===== src/rtl/fir_chk_fifo.sv =====
// Golden-sample FIFO: synchronous, reset to empty.
// No bypass; head is read combinationally.
module fir_chk_fifo #(
    parameter int DW    = 8,
    parameter int DEPTH = 16,
    localparam int AW   = $clog2(DEPTH)
) (
    input  logic          clk,
    input  logic          rst,
    input  logic          push,
    input  logic          pop,
    input  logic [DW-1:0] din,
    output logic [DW-1:0] dout,
    output logic          full,
    output logic          empty,
    output logic [AW:0]   count
);

    logic [DW-1:0] mem [DEPTH];
    logic [AW-1:0] wr_ptr;
    logic [AW-1:0] rd_ptr;

    always_ff @(posedge clk) begin
        if (push) begin
            mem[wr_ptr] <= din;
        end
    end

    always_ff @(posedge clk) begin
        if (rst) begin
            wr_ptr <= '0;
            rd_ptr <= '0;
            count  <= '0;
        end else begin
            if (push) begin
                wr_ptr <= wr_ptr + AW'(1);
            end
            if (pop) begin
                rd_ptr <= rd_ptr + AW'(1);
            end
            unique case ({push, pop})
                2'b10:   count <= count + (AW+1)'(1);
                2'b01:   count <= count - (AW+1)'(1);
                default: count <= count;
            endcase
        end
    end

    always_comb begin
        dout  = mem[rd_ptr];
        full  = (count == (AW+1)'(DEPTH));
        empty = (count == '0);
    end

endmodule


===== config.mk =====
export PLATFORM = sky130hd
export DESIGN_NAME = fir_chk_fifo
export DESIGN_NICKNAME = d
export VERILOG_FILES = /design/src/rtl/fir_chk_fifo.sv
export SDC_FILE = /design/constraint.sdc
export NUM_CORES = 1
export LEC_CHECK = 0
export ABC_CLOCK_PERIOD_IN_PS = 5450
export BUFFER_PORTS_ARGS = -buffer_cell sky130_fd_sc_hd__buf_2
export CELL_PAD_IN_SITES_DETAIL_PLACEMENT = 0
export CELL_PAD_IN_SITES_GLOBAL_PLACEMENT = 1
export CORE_ASPECT_RATIO = 2
export CORE_MARGIN = 4
export CORE_UTILIZATION = 44
export CTS_BUF_LIST = sky130_fd_sc_hd__clkbuf_4
export DETAILED_ROUTE_END_ITERATION = 7
export MAX_ROUTING_LAYER = met4
export PLACE_DENSITY = 0.67
export SLEW_MARGIN = 40
export SYNTH_ARGS = -nofsm -noshare
export SYNTH_HDL_FRONTEND = slang
export SYNTH_SLANG_ARGS = --single-unit

===== constraint.sdc =====
create_clock -name clk -period 5.45 [get_ports clk]
set_input_delay 1.09 -clock clk [delete_from_list [all_inputs] [get_ports clk]]
set_output_delay 1.09 -clock clk [all_outputs]
set_load 0.005 [all_outputs]

---- Yosys cells after proc, flatten, opt, wreduce, memory -nomap -nowiden ----
Memories as Yosys holds them, arrays and structs flattened. A register that Yosys moved wholly into a read port is not among the register bits.
Cells that the tools add are included.
operators by class
  multiplexer cells ....................... 5
  add/sub/neg operators ................... 4
  shift-type cells ........................ 0
  equality and inequality tests ........... 3
  multiply operators ...................... 0
  div/mod/pow operators ................... 0
  reductions and logical operators ........ 2
  bitwise logic cells ..................... 0
  magnitude comparators ................... 0
operator list
  cell                                                  number
  one-hot mux 5 bit (2 select lines)                    1
  adder 4 x 1 -> 4 bit (second input constant)          2
  two-way mux 4 bit                                     2
  adder 5 x 1 -> 5 bit (second input constant)          1
  equality test 5 bit (second input constant)           1
  logical NOT 5 bit                                     1
  subtractor 5 x 1 -> 5 bit (second input constant)     1
  equality test 2 x 1 -> 1 bit (second input constant)  1
  equality test 2 bit (second input constant)           1
  two-way mux 1 bit                                     2
  nonzero test 2 bit                                    1
word-level totals
  RAM bits ................................ 128
  bits in read-only memories .............. 0
  flip-flop bits (word level) ............. 13
  output and inout port bits .............. 15
  bits of input ports ..................... 12
  memories kept ........................... 1
  bits in latches ......................... 0
  logic and storage cells ................. 18
memories
  name  words  width  rd ports  clocked after Yosys merged registers in  wr ports  RTL line  RTL
  mem   16     8      1         1                                        1         19        logic [DW-1:0] mem [DEPTH];

---- Longest topological paths before layout ----
  word-level depth ........................ 3
  depth in mapped cells ................... 10

---- Worst setup path after synthesis ----
Ideal clock, no wire load.
  path type ............................... input to register
  start point ............................. input port push
  end point ............................... register count[4]
  library setup time ...................... 62 ps
  stages on the path ...................... 10
  path buffers ............................ 2
  data arrival time ....................... 2943 ps
  slack ................................... 2444 ps
  path through ............................ clkbuf_1 inv_1 ha_1 buf_6 xor2_1 ha_1 o21ai_0 o22ai_1 or4b_1 nand3_1
on the way
  word-level cells in the longest chain between the ends .. 2
  elaborated cells on any way between the ends .. 4
  classes of those cells .................. 2 x eq/ne; 1 x mux; 1 x reduce/logical
RTL lines
  item                                                                      RTL line  RTL
  start: declaration                                                        10        input logic push,
  equality test 2 x 1 -> 1 bit or equality test 2 bit (tied branches)       41        unique case ({push, pop})
  one-hot mux 5 bit (2 select lines) or nonzero test 2 bit (tied branches)  n/a
  end signal: assignment                                                    42        2'b10: count <= count + (AW+1)'(1);
  end signal: assignment                                                    43        2'b01: count <= count - (AW+1)'(1);
  end signal: assignment                                                    44        default: count <= count;
  end: declaration                                                          16        output logic [AW:0] count
Parallel ways exist; a longest one is shown, timed or not.
A chain may end at the register's enable or synchronous reset.

==> results by group <==
Synthesis
  • Syn Nets: 334
  • Gate Count Post-Synth: approximately 310
  • Post-synthesis simple-gate area fraction: ~6.6%
  • Post-Synth XOR/XNOR Area: 1.36%
  • Post-synthesis mux area share: between 10 and 15%
  • Synth top area share: between 60% and 70%
  • Mapped Area: 0.00581 sq mm
  • Area leader, netlist: edfxtp_1
  • Synth Area per Inst: 18.6 sq um
  • Post-synthesis compound-gate area fraction: 3.15%
  • Main area contributors after synthesis: edfxtp_1, mux4_2, dfxtp_1, a22oi_1, ha_1
  • Post-synthesis sequential area ratio: 72.0%
  • Synth Register Bits: between 100 and 150
  • Yosys Warn Count: 0
  • Largest family of logic cells by synthesized area: multiplexers
  • Synth cell types: 38
  • Adder-Cell Fraction of Synth Area: between 1.5 and 2%

STA
  • Setup TNS: 0 ns
  • Hold Vio Cnt, Final: 0
  • Fmax: 0.282 GHz
  • Worst-Margin Slew: 0.781 ns
  • Pins Over Slew Limit: 0
  • Final Cycle Share: 65.2%
  • RSZ-0062 raised after global routing: false
  • Clock Skew: 0.0226 ns
  • Setup violations, final: 0
  • Final Critical Period: 3.55 ns
  • Slew HR: 47.8%
  • Setup WS post-layout: ~1.9 ns

Final layout
  • Area taken by multi-input logic gates: 0.00152 sq mm
  • Share of layout cells above drive strength 1: approximately a quarter
  • Register area: 0.00419 sq mm
  • Post-Layout Inst Area: 0.00635 sq mm
  • Layout area overhead: 9.35%
  • Filler cells: 1102
  • Fin nets: 366

Place
  • Placer Congestion: 0.726
  • # port buffers: 26
  • Post-DP Area: 0.00605 sq mm
  • Pre-CTS setup slack: 2.29 ns
  • Hpwl dp: between 7 and 8 mm

Routing
  • DRC: 0
  • Initial DRC count: 175
  • Routed WL: 11.4 mm
  • First-pass DRT Iterations: 4
  • Via count: 2831
  • Average wire per cell in the routed design: 22.5 um
  • Routed vias/inst: 5.56
  • Detail Route Antenna Nets: 0

Global routing
  • Grt total ovfl: 0
  • Initial antenna violation count: 1
  • First-pass GRT wire length: 17.9 mm
  • Total GRT Usage: between 10% and 20%
  • Pin count of the biggest net entering global routing: 33
  • Vias in the first global route: 3107

Floorplan
  • Die area: 0.0152 sq mm
  • Die height: approximately 170 um
  • Core area: 0.0130 sq mm
  • I/O pin cnt: 27
  • Initial Util: 44.7%
  • Die width: 89.2 um
  • FP Rows: 59

Clock network
  • CTS Hold Bufs: 0
  • Max Root-Sink Buffers: 2
  • Root buf cell: clkbuf_4
  • CTS tree: yes
  • CTS Sinks: 145
  • Clock buffer count from CTS: 17
  • Clock Pin Slew Worst Setup and Hold Paths: ~0.11 ns
  • Latest clock arrival within the worst-skew pair: 0.51 ns
  • CTS HTree Levels: 4
  • Post-cts sizing count: 0
  • Setup Fix Bufs, Post-CTS: 0

Pwr
  • Leakage: about 2.1 nW
  • Design Power: 2.14 mW
  • Power Dens Cells: 336 mW/mm^2
  • Worst vdd ir: 0.157 mV

Critical path
  • Worst path arrival time: 2.46 ns
  • CP max FO: 26
  • Critical path endpoint category: output port
  • WP data required: 4.36 ns
  • Worst setup SP type: flip-flop
  • Setup CP Type: flip-flop to output port

Min path
  • Worst min path class: flip-flop to flip-flop

Outcome
  • Status: finished, final reports clean

Flow run
  • Max-cap viol count: 0
## per-stage QoR
stage / cells / hold slack, ns / util, %
detailed placement: 478 / 0.544 / 46.6
global route: 509 / 0.599 / 48.9
CTS: 508 / 0.560 / 48.8
global placement: 478 / 0.525 / 46.6
finish: 509 / 0.556 / 48.9
floorplan: 313 / 0.485 / -
## cell type report
cell class | instances | share of cell area (%)
clock inverters | 13 | 2.58
well taps | 152 | 2.99
inverters | 5 | 0.296
clock buffers | 17 | 2.01
flip-flops and latches | 145 | 65.9
diodes | 1 | 0.0394
multi-input cells | 148 | 23.9
repair buffers | 28 | 2.29
## final timing paths
kind | end | slack, ns | depth (start not counted) | startpoint
worst max-delay path | dout[0] | 1.90 | 5 | flip-flop
worst min register to register | count[3]$_SDFFE_PP0P_ | 0.56 | 2 | count[3]$_SDFFE_PP0P_
worst max register to register | count[4]$_SDFFE_PP0P_ | 3.58 | 6 | count[1]$_SDFFE_PP0P_
worst min-delay path | count[3]$_SDFFE_PP0P_ | 0.56 | 2 | count[3]$_SDFFE_PP0P_
## cell families (layout without fill, tap and decap cells)
logic type,after synthesis,count (layout)
DFF,145,145
buffers and inverters,20,63
AOI/OAI and AO/OA,24,24
adders and majority gates,9,9
other,0,1
muxes,35,35
and+or+nand+nor,71,71
xor gates and xnor gates,9,9
## cell usage in the layout (no fill, tap or decap), drive strengths merged, types with 3 or more instances in the layout
| master | netlist | final |
|---|---|---|
| clkinvlp | 0 | 3 |
| a22oi | 16 | 16 |
| dfxtp | 17 | 17 |
| inv | 5 | 7 |
| mux4 | 32 | 32 |
| mux2i | 3 | 3 |
| bufinv | 0 | 3 |
| xnor2 | 3 | 3 |
| nand4 | 3 | 3 |
| clkinv | 0 | 5 |
| ha | 9 | 9 |
| nand2 | 15 | 15 |
| and2 | 17 | 17 |
| edfxtp | 128 | 128 |
| nor3b | 3 | 3 |
| buf | 12 | 28 |
| xor2 | 6 | 6 |
| nor2 | 16 | 16 |
| clkbuf | 3 | 17 |
| nor3 | 3 | 3 |
## routing by layer
metal	wire length, um	track usage, %	up-vias	share of wire [%]
met5	0	-	-	0
li1	-	-	1319	-
met4	179	6.16	0	1.6
met2	6590	30.1	67	58
met3	446	4.36	6	3.9
met1	4230	18.8	1439	37
## critical path, stage by stage, from the launching register on
cell     delay, ns
dfxtp_4       0.70
buf_4         0.29
mux4_2        0.50
a22oi_1       0.21
nand2_1       0.11
buf_2         0.14
## registers in the layout, summed over array words and instances, names as in the netlist, named ones only
| register | cells |
|---|---|
| rd_ptr | 4 |
| mem | 128 |
| wr_ptr | 4 |
| count | 5 |
## report_power, final
group | switching (mW) | total, mW | internal [mW]
combinational | 0.0974 | 0.192 | 0.0942
clock | 0.368 | 0.683 | 0.315
sequential | 0.0303 | 1.26 | 1.23
## cell usage after synthesis, drive strengths merged
master and n:
a21oi 2, a221oi 2, a22oi 16, and2 17, and3 1, buf 12, clkbuf 3, dfxtp 17
edfxtp 128, ha 9, inv 5, mux2i 3, mux4 32, nand2 15, nand3 2, nand4 3
nand4b 1, nor2 16, nor2b 2, nor3 3, nor3b 3, nor4b 1, o21ai 2, o221ai 1
o22ai 1, or2b 1, or3 1, or3b 1, or4 2, or4b 1, or4bb 1, xnor2 3
xor2 6
Note: power is estimated with default switching activity, not from simulation.
